===== config.mk =====
export PLATFORM = sky130hd
export DESIGN_NAME = ps2_key_event_fifo
export DESIGN_NICKNAME = d
export VERILOG_FILES = /design/src/rtl/ps2_key_event_fifo.sv
export SDC_FILE = /design/constraint.sdc
export NUM_CORES = 1
export LEC_CHECK = 0
export CELL_PAD_IN_SITES_DETAIL_PLACEMENT = 1
export CELL_PAD_IN_SITES_GLOBAL_PLACEMENT = 1
export CORE_MARGIN = 5
export CORE_UTILIZATION = 53
export DETAILED_ROUTE_END_ITERATION = 10
export PLACE_DENSITY_LB_ADDON = 0.08
export SYNTH_ARGS = -nofsm -noshare
export SYNTH_HDL_FRONTEND = slang
export SYNTH_SLANG_ARGS = --single-unit

===== constraint.sdc =====
create_clock -name clock -period 5.1 [get_ports clock]
set_input_delay 0.765 -clock clock [delete_from_list [all_inputs] [get_ports clock]]
set_output_delay 0.765 -clock clock [all_outputs]
set_load 0.1 [all_outputs]

===== src/rtl/ps2_key_event_fifo.sv =====
// rtl/ps2_key_event_fifo.sv - PS/2 set-2 make/break parser with held-key bitmap and FWFT event FIFO
//
// Purpose:
//    Turns the raw byte stream from PS2_Controller into {ext, brk, code} events.
//    It handles the E0 (extended) and F0 (break) prefixes.
//    It tracks a held-down bitmap for a configurable set of game keys.
//    It queues events in a first-word-fall-through FIFO, so the game FSM sees
//    every keystroke.
//
// Ports:
//    clock         system clock (CLOCK_50)
//    resetn        asynchronous active-low reset
//    rx_data       byte from PS2_Controller received_data
//    rx_valid      one-cycle strobe, received_data_en
//    ev_data       head event {ext, brk, code[7:0]}, meaningful while ev_valid=1
//    ev_valid      FIFO non-empty
//    ev_ready      consumer pops the head when ev_valid & ev_ready
//    count         current FIFO occupancy
//    overflow      sticky, set when an event was dropped on a full FIFO
//    clr_overflow  synchronous clear of overflow (a simultaneous drop wins)
//    key_down      one bit per tracked key, 1 = currently held
//
// Build option:
//    PS2_REPEAT_FILTER_EN - when defined, a non-extended make of a tracked key
//    that is already held is not queued, which suppresses typematic repeats.

module ps2_key_event_fifo #(
   parameter int                    DEPTH     = 8,
   parameter int                    NUM_KEYS  = 4,
   parameter logic [NUM_KEYS*8-1:0] KEY_CODES = {8'h23, 8'h1B, 8'h1C, 8'h1D}
) (
   input  logic                       clock,
   input  logic                       resetn,
   input  logic [7:0]                 rx_data,
   input  logic                       rx_valid,
   output logic [9:0]                 ev_data,
   output logic                       ev_valid,
   input  logic                       ev_ready,
   output logic [$clog2(DEPTH+1)-1:0] count,
   output logic                       overflow,
   input  logic                       clr_overflow,
   output logic [NUM_KEYS-1:0]        key_down
);

   localparam int AW = (DEPTH > 1) ? $clog2(DEPTH) : 1;
   localparam int CW = $clog2(DEPTH + 1);

   typedef enum logic [1:0] {S_IDLE, S_EXT, S_BRK, S_EXT_BRK} state_t;

   state_t               state;
   state_t               next_state;
   logic [9:0]           mem [DEPTH];
   logic [AW-1:0]        wr_ptr;
   logic [AW-1:0]        rd_ptr;

   logic                 is_e0;
   logic                 is_f0;
   logic                 is_ignored;
   logic                 emit;
   logic                 ev_ext;
   logic                 ev_brk;
   logic [NUM_KEYS-1:0]  key_match;
   logic                 repeat_hit;
   logic                 push_req;
   logic                 push_ok;
   logic                 drop;
   logic                 pop;

   assign is_e0 = (rx_data == 8'hE0);
   assign is_f0 = (rx_data == 8'hF0);

   // Keyboard housekeeping replies (BAT, echo, ack, resend, error) carry no key.
   always_comb begin
      is_ignored = 1'b0;
      case (rx_data)
         8'h00, 8'hAA, 8'hEE, 8'hFA, 8'hFE, 8'hFF: is_ignored = 1'b1;
         default:                                  is_ignored = 1'b0;
      endcase
   end

   always_comb begin
      next_state = state;
      emit       = 1'b0;
      ev_ext     = 1'b0;
      ev_brk     = 1'b0;
      if (rx_valid) begin
         case (state)
            S_IDLE: begin
               if (is_e0)            next_state = S_EXT;
               else if (is_f0)       next_state = S_BRK;
               else if (!is_ignored) emit = 1'b1;
            end
            S_EXT: begin
               if (is_f0) begin
                  next_state = S_EXT_BRK;
               end else if (!is_e0) begin
                  emit       = 1'b1;
                  ev_ext     = 1'b1;
                  next_state = S_IDLE;
               end
            end
            S_BRK: begin
               // A prefix right after F0 is a protocol error: resynchronise in IDLE.
               next_state = S_IDLE;
               if (!is_e0 && !is_f0) begin
                  emit   = 1'b1;
                  ev_brk = 1'b1;
               end
            end
            default: begin
               next_state = S_IDLE;
               if (!is_e0 && !is_f0) begin
                  emit   = 1'b1;
                  ev_ext = 1'b1;
                  ev_brk = 1'b1;
               end
            end
         endcase
      end
   end

   always_comb begin
      key_match = '0;
      for (int i = 0; i < NUM_KEYS; i++) begin
         key_match[i] = (KEY_CODES[8*i +: 8] == rx_data);
      end
   end

`ifdef PS2_REPEAT_FILTER_EN
   assign repeat_hit = !ev_ext && !ev_brk && |(key_match & key_down);
`else
   assign repeat_hit = 1'b0;
`endif

   assign push_req = emit && !repeat_hit;
   assign pop      = ev_valid && ev_ready;
   // A full FIFO can still take a push when the head leaves on the same edge.
   assign push_ok  = push_req && ((count < CW'(DEPTH)) || pop);
   assign drop     = push_req && !push_ok;

   assign ev_valid = (count != '0);
   assign ev_data  = mem[rd_ptr];

   always_ff @(posedge clock or negedge resetn) begin
      if (!resetn) begin
         state    <= S_IDLE;
         wr_ptr   <= '0;
         rd_ptr   <= '0;
         count    <= '0;
         overflow <= 1'b0;
         key_down <= '0;
      end else begin
         state <= next_state;
         if (push_ok) wr_ptr <= wr_ptr + AW'(1);
         if (pop)     rd_ptr <= rd_ptr + AW'(1);
         case ({push_ok, pop})
            2'b10:   count <= count + CW'(1);
            2'b01:   count <= count - CW'(1);
            default: count <= count;
         endcase
         if (drop)              overflow <= 1'b1;
         else if (clr_overflow) overflow <= 1'b0;
         // Extended codes share code values with tracked keys, so they must not touch the bitmap.
         if (emit && !ev_ext) begin
            for (int i = 0; i < NUM_KEYS; i++) begin
               if (key_match[i]) key_down[i] <= !ev_brk;
            end
         end
      end
   end

   // Storage needs no reset: entries are only read once count marks them valid.
   always_ff @(posedge clock) begin
      if (push_ok) mem[wr_ptr] <= {ev_ext, ev_brk, rx_data};
   end

endmodule


Word level (Yosys, flattened, before mapping)
Memories as Yosys holds them, arrays and structs flattened.
Cells that the tools add are included.
{ "word_totals": {"register_bits": 17, "mem_count": 1, "ramBits": 80, "word_cells": 79} }
{ "classes": {"muxes": 23, "n_eq_ne": 17, "n_addsub": 4, "order_cmp": 1, "reduce_logical": 24} }
{ "mem_list": {"columns": ["memory", "depth", "word_bits", "read_ports", "rd_ports_with_merged_regs", "wr", "line_no", "text"], "rows": [
  ["mem", 8, 10, 1, 0, 1, "52", "logic [9:0] mem [DEPTH];"]
]} }
{ "ops": {"columns": ["cell", "count"], "rows": [
  ["8-bit equality test, second input constant", 7],
  ["5-bit by 8-bit equality test with 1-bit output, first input constant", 3],
  ["1-bit 2-to-1 mux", 15],
  ["6-bit by 8-bit equality test with 1-bit output, first input constant", 1],
  ["8-bit zero test", 1],
  ["2-bit 2-to-1 mux", 4],
  ["4-bit one-hot mux with 2 select lines", 1],
  ["2-bit AND reduction", 4],
  ["3-bit by 1-bit adder with 3-bit output, second input constant", 2],
  ["3-bit inequality test, second input constant", 2],
  ["6-bit OR reduction", 1],
  ["1-bit logical AND", 5],
  ["1-bit zero test", 5],
  ["4-bit by 1-bit adder with 4-bit output, second input constant", 1],
  ["2-bit by 1-bit equality test with 1-bit output, second input constant", 2],
  ["2-bit equality test, second input constant", 2],
  ["4-bit less-than comparator, second input constant", 1],
  ["1-bit one-hot mux with 2 select lines", 2],
  ["2-bit one-hot mux with 2 select lines", 1],
  ["2-bit nonzero test", 2],
  ["4-bit nonzero test", 1],
  ["2-bit OR reduction", 2],
  ["4-bit by 1-bit subtractor with 4-bit output, second input constant", 1],
  ["3-bit AND reduction", 1],
  ["2 further kinds", 2]
]} }

Logic depth before layout (Yosys ltp)
Gate-level depths: netlist of run 1.
{ "depth": {"word_depth": 12, "mapped_depth": 12} }

Least setup slack after synthesis of run 1
No wires, ideal clock.
{ "synth_path": {"path_type": "register to register", "startpoint": "register count[0]", "endpoint": "register count[3]", "setup_slack_ns": 1.600, "required_time_ns": 4.938, "path_stages_with_launch": 11, "n_path_buf": 0, "arrival_time_ns": 3.338, "cell_sequence": "dfrtp_1 > or4_1 > nand2_1 > inv_1 > ha_1 > ha_1 > a21o_1 > a21oi_1 > xnor2_1 > nor2_1 > xor2_1"} }
{ "synth_between": {"elab_chain_len": 6} }
{ "synth_lines": {"columns": ["element", "line_no", "text"], "rows": [
  ["start, declared", "39", "output logic [$clog2(DEPTH+1)-1:0] count,"],
  ["start signal, assigned", "157", "2'b10: count <= count + CW'(1);"],
  ["start signal, assigned", "158", "2'b01: count <= count - CW'(1);"],
  ["start signal, assigned", "159", "default: count <= count;"],
  ["4-bit nonzero test (*)", "141", "assign ev_valid = (count != '0);"],
  ["via ev_valid", "37", "output logic ev_valid,"],
  ["1-bit logical AND (*)", "136", "assign pop = ev_valid && ev_ready;"],
  ["via pop", "67", "logic pop;"],
  ["1-bit logical OR", "138", "assign push_ok = push_req && ((count < CW'(DEPTH)) || pop);"],
  ["1-bit logical AND", "138", null],
  ["2-bit by 1-bit equality test with 1-bit output / 2-bit equality test (equally long branches)", "156", "case ({push_ok, pop})"],
  ["4-bit one-hot mux with 2 select lines / 2-bit nonzero test (equally long branches)", null, null]
]} }
Mark *: on every way through the listed nets, which the timed path passes. The rest lies on a longest branch.
A chain may end at the register's enable or synchronous reset.

Worst setup path in the final report of run 1
{ "layout_path": {"startpoint": "register rd_ptr[1]", "endpoint": "output port ev_data[1]"} }
{ "layout_between": {"elab_chain_len": 1} }
{ "layout_lines": {"columns": ["element", "line_no", "text"], "rows": [
  ["start, declared", "54", "logic [AW-1:0] rd_ptr;"],
  ["start signal, assigned", "155", "if (pop) rd_ptr <= rd_ptr + AW'(1);"],
  ["memory 8 x 10 bit", null, null],
  ["end, declared", "36", "output logic [9:0] ev_data,"]
]} }
Every way passes these cells.

==> impl_metrics.tcl, run 1 <==
set metrics [dict create \
    grt_pass1_wl_um 13800 \
    syn_area_um2 4030 \
    min_path_type "reg -> reg" \
    synth.ff_latch_count 97 \
    cp_max_fo 22 \
    max_freq_mhz 260 \
    hold_violations 0 \
    routabilityCongestion 0.739 \
    met3_usage_pct 4.09 \
    crit_buf_inv 1 \
    async_reset_ff_share_pct 17.5 \
    yosys.area_share.simple_pct 6.15 \
    wl_per_cell_um 23.2 \
    status "completed" \
    grt-ovfl-total 0 \
    antenna_found_initial 0 \
    rsz0062_at_grt "no" \
    cts_made_buffers 9 \
    drv_cap 0 \
    synthMuxAreaShare_pct 15.3 \
    vias_per_cell 5.87 \
    tritoncts "built" \
    worst_path_max_delay_cell "dfrtp_1" \
    die_h_um 97.2 \
    grt-busiest-layer "met2" \
    slowest_delay_ns 1.01 \
    ios 33 \
    path_clk_slew_ns 0.09 \
    crit_required_ns 4.34 \
    setup_tns_ns 0 \
    yosys.area_share.adder_pct 2.05 \
    setup_viol 0 \
    synth_top_family_by_area "multiplexers" \
    synth_ff_type "edfxtp_1" \
    post_cts_buffers 0 \
    syn-num-nets 239 \
    post_cts_resized 0 \
    nets 282 \
    worstSetupPathType "reg -> out" \
    worst_pin_slew_ns 0.997 \
    ctsHtreeMaxLevel 3 \
    area_growth_pct 18.8 \
    synth-edff-count 80 \
    clock-sinks 97 \
    via_count 2154 \
    yosys_warnings 0 \
    drv_slew 0 \
    core-area_um2 7330 \
    antennaDiodeCount 0 \
    routed_wl_um 8510 \
    drtIter0Drc 155 \
    die_w_um 97.2 \
    synth_xor_area_share_pct 1.96 \
    cts_root_buf "clkbuf_8" \
    antenna_left 0 \
    postCtsHoldBufs 0 \
    start_kind "flip-flop" \
    grt_max_degree 23 \
    end_kind "output port" \
    hpwl_um 5310 \
    first_pass_iters 4 \
    synth.distinct_cells 40 \
    arrival_ns 3.08 \
    synthCells 220 \
    clock_path_buffers 2 \
    first_global_vias 2411 \
    path_cells "mux4_2, mux2_2, clkdlybuf4s50_1" \
    most-common-layout-cells "edfxtp_1 (80), clkdlybuf4s50_1 (32), mux4_2 (20), dfrtp_1 (17), mux2_2 (13)" \
    fin_crit_sh_pct 75.3 \
    die_area_um2 9440 \
    start_util_pct 55.0 \
    critical_path.top_delay_family "flip-flops" \
    syn_area_per_cell_um2 18.3 \
    slew_headroom_pct 33.5 \
    clkLatencyLatePin_ns 0.35 \
    placement.io_buffers 32 \
    met1_usage_pct 26.6 \
    fin_worst_skew_ns 0.0101 \
    rows 31 \
    layout-drive-gt1-share_pct 25.0 \
    drc 0 \
    final_common_cell "edfxtp_1" \
    groute.usage.overall_pct 19.2 \
    globalRouteMet2Util_pct 30.6 \
    ys_seq_area_share_pct 70.2 \
    synth-compound-area-share_pct 2.39 \
    min_period_ns 3.84 \
]
-- state kept, by name (all words and copies together) (netlist names) --
register  cells
mem          80
rd_ptr        3
wr_ptr        3
overflow      1
state         2
count         4
key_down      4
-- synth_stat cells (all sizes together) (3+ instances only) --
cell | n | area share, %
a21oi | 3 | 0.37
or4 | 3 | 0.65
mux2 | 14 | 3.9
nand2 | 11 | 1.0
inv | 11 | 1.0
nor4 | 7 | 1.1
xor2 | 3 | 0.65
mux4 | 20 | 11
nor2 | 3 | 0.28
o21ai | 3 | 0.37
clkbuf | 3 | 0.28
edfxtp | 80 | 60
xnor2 | 6 | 1.3
nand4 | 5 | 0.78
buf | 4 | 0.62
dfrtp | 17 | 11
ha | 5 | 1.6
-- through the flow --
step | std cells | util, % | worst slack, ns | hold WS [ns] | area (um^2)
floorplan | 220 | - | 1.60 | 0.469 | 4030
global placement | 351 | 62.0 | 1.19 | 0.481 | 4540
detailed placement | 351 | 62.0 | 1.02 | 0.484 | 4540
CTS | 367 | 65.3 | 1.21 | 0.511 | 4780
global route | 367 | 65.3 | 1.08 | 0.540 | 4780
finish | 367 | 65.3 | 1.26 | 0.506 | 4780
-- kinds of logic after synthesis --
family,after synthesis
xor gates and xnor gates,9
and+or+nand+nor,41
AOI/OAI and AO/OA,14
muxes,35
DFF,97
buffers and inverters,18
adders and majority gates,6
-- cell type report --
class | count | area [um^2]
sequential | 97 | 2830
fill | 639 | 2550
multi-input combinational | 105 | 1180
timing repair buffer | 39 | 373
clock buffer | 9 | 124
tap | 99 | 124
clock inverter | 7 | 116
inverter | 11 | 41.3
-- worst register-to-register path: stages, from the launching register on --
cell and delay [ns]:
dfrtp_1 0.44, or4_1 0.47, o31a_2 0.34, nand3_2 0.28, ha_1 0.26, ha_1 0.24
a21o_1 0.18, a21oi_1 0.16, xnor2_1 0.14, nor2_1 0.07, xor2_1 0.14
-- routing by layer --
metal,vias to the layer above,routed length [um]
met3,6,440
met1,1119,3680
met4,0,66
li1,964,-
met5,-,0
met2,65,4320
-- final timing paths --
kind	endpoint	slack, ns	depth (start not counted)	startpoint
min in group asynchronous	count[2]	0.87	1	resetn
max	ev_data[1]	1.26	3	rd_ptr[1]
min	key_down[1]	0.51	1	key_down[1]
max reg2reg	count[3]	2.29	10	state[0]
max in group asynchronous	wr_ptr[2]	3.71	1	resetn
min reg2reg	key_down[1]	0.51	1	key_down[1]
Power of run 1 is left out: the tool's default activity adds up to more than one toggle a clock period on the data nets, which glitch-free logic cannot reach.
==> inputs of run 2 (changes only) <==
CORE_UTILIZATION = 45   (was 53)
clock period = 3.4 ns   (was 5.1 ns; I/O delays follow)
==> run 2 against run 1 <==
Net effect:
- count of clock-buffer cells in the layout unchanged
- sequential share of layout area shrank 2.5 points
- die area increased by 16%
- utilization down 8.0 points
- worst setup slack got worse by 0.84 ns
- via count rose by 1.8%
- wire length increased by 0.67%
- worst hold slack got worse by 0.010 ns
==> impl_metrics.tcl, run 2 (synthesis gave the netlist of run 1 again) <==
set metrics [dict create \
    ctsHtreeMaxLevel 3 \
    layout-drive-gt1-share_pct 34.1 \
    grt-ovfl-total 0 \
    final_core_util_pct 57.3 \
    power_mw 4.91 \
    grt_pass1_wl_um 13900 \
    status "completed" \
    setup_slack_ns 0.416 \
    core-area_um2 8720 \
    min_path_cells 2 \
    stdcell_count 398 \
    hpwl_um 6000 \
    final_area_um2 5000 \
    max_freq_mhz 335 \
    drc 0 \
    start_kind "input port" \
    cp_num_cells 13 \
    most-common-layout-cells "edfxtp_1 (80), buf_4 (30), clkdlybuf4s50_1 (22), mux4_2 (20), dfrtp_1 (17)" \
    via_count 2193 \
    die_area_um2 10900 \
    post_cts_buffers 0 \
    critPathMostFrequentCell "ha_1" \
    regToRegSetupSlack_ns 0.80 \
    die_h_um 105 \
    crit_required_ns 3.64 \
    first_global_vias 2464 \
    start_util_pct 46.2 \
    p_leak_nw 1.78 \
    first_pass_iters 4 \
    antenna_left 0 \
    clock-sinks 97 \
    critical_path.top_delay_family "buffers and inverters" \
    drtIter0Drc 67 \
    worst_pin_slew_ns 0.976 \
    clkLatencyLatePin_ns 0.36 \
    fin_worst_skew_ns 0.00763 \
    slew_headroom_pct 34.8 \
    vias_per_cell 5.51 \
    cp_max_fo 6 \
    tritoncts "built" \
    wl_per_cell_um 21.5 \
    clock_path_buffers 2 \
    peakVddDrop_mv 0.421 \
    setup_tns_ns 0 \
    met1_usage_pct 21.7 \
    placement.io_buffers 32 \
    largest_registers "mem (80), count (4), key_down (4)" \
    regMostFlops "mem" \
    nets 305 \
    area_growth_pct 24.1 \
    path_cells "clkdlybuf4s50_1, nor4_1, buf_4, nand2_1, a211o_1, nand3_2, ha_1, ha_1, a21o_1, a21oi_1, xnor2_1, nor2_1, xor2_1" \
    cts_made_buffers 9 \
    arrival_ns 3.23 \
    grt-busiest-layer "met2" \
    drv_cap 0 \
    routabilityCongestion 0.766 \
    routed_wl_um 8560 \
    ios 33 \
    largest_reg_flops 80 \
    final_common_cell "edfxtp_1" \
    worstSetupPathType "in -> reg" \
    post_dp_cell_area_um2 4810 \
    drv_slew 0 \
    groute.usage.overall_pct 16.8 \
    setup_viol 0 \
    min_path_type "reg -> reg" \
    antenna_found_initial 0 \
    postCtsHoldBufs 0 \
    worst_path_max_delay_cell "clkdlybuf4s50_1" \
    cts_root_buf "clkbuf_8" \
    place_inst 383 \
    slowest_delay_ns 0.50 \
    dp_slack_ns 0.0486 \
    path_clk_slew_ns 0.09 \
    post_cts_resized 0 \
    antennaDiodeCount 0 \
    rsz0062_at_grt "no" \
    p_per_area_nw_per_um2 983 \
    crit_buf_inv 2 \
    die_w_um 105 \
    met3_usage_pct 2.96 \
    end_kind "flip-flop" \
    min_period_ns 2.98 \
    fin_crit_sh_pct 87.8 \
    grt_max_degree 23 \
    timing.hold.ws_ns 0.496 \
    hold_violations 0 \
    globalRouteMet2Util_pct 28.1 \
    rows 34 \
    reg2reg_depth 10 \
]
[run 2: path summary, 6_finish.rpt]
kind                             start          end
max in group asynchronous       resetn    rd_ptr[0]
max                         rx_data[0]     count[3]
min reg2reg                key_down[3]  key_down[3]
min                        key_down[3]  key_down[3]
min in group asynchronous       resetn     count[0]
max reg2reg                   state[0]     count[3]
[run 2: layer usage]
| layer | vias to the layer above | wire length, um |
|---|---|---|
| li1 | 1004 | - |
| met1 | 1140 | 3650 |
| met2 | 36 | 4490 |
| met3 | 13 | 276 |
| met4 | 0 | 140 |
| met5 | - | 0 |
[run 2: tightest hold or removal path, cell delays in order, from the launching register on]
cell and delay, ns:
dfrtp_1 0.35, nand2_1 0.05, o21ai_0 0.06
[run 2: cell type report]
cell class              count  area, um^2
flip-flops and latches     97        2830
fillers                   786        3720
clock inverters             6        60.1
clock buffers               9         124
well taps                 108         135
multi-input cells         105        1160
repair buffers             62         646
inverters                  11        41.3
[run 2: report_power, final]
| group | internal [mW] | switching (mW) |
|---|---|---|
| combinational | 0.984 | 1.58 |
| clock | 0.332 | 0.378 |
| sequential | 1.48 | 0.160 |
| total | 2.80 | 2.12 |
(Power assumes the default switching activity.)
==> inputs of run 3 (changes only) <==
SETUP_SLACK_MARGIN = 0.1   (was default)
SKIP_CTS_REPAIR_TIMING = 1   (was default)
==> results of run 3 <==
No change in the layout: final DEF, timing and power equal those of run 2.
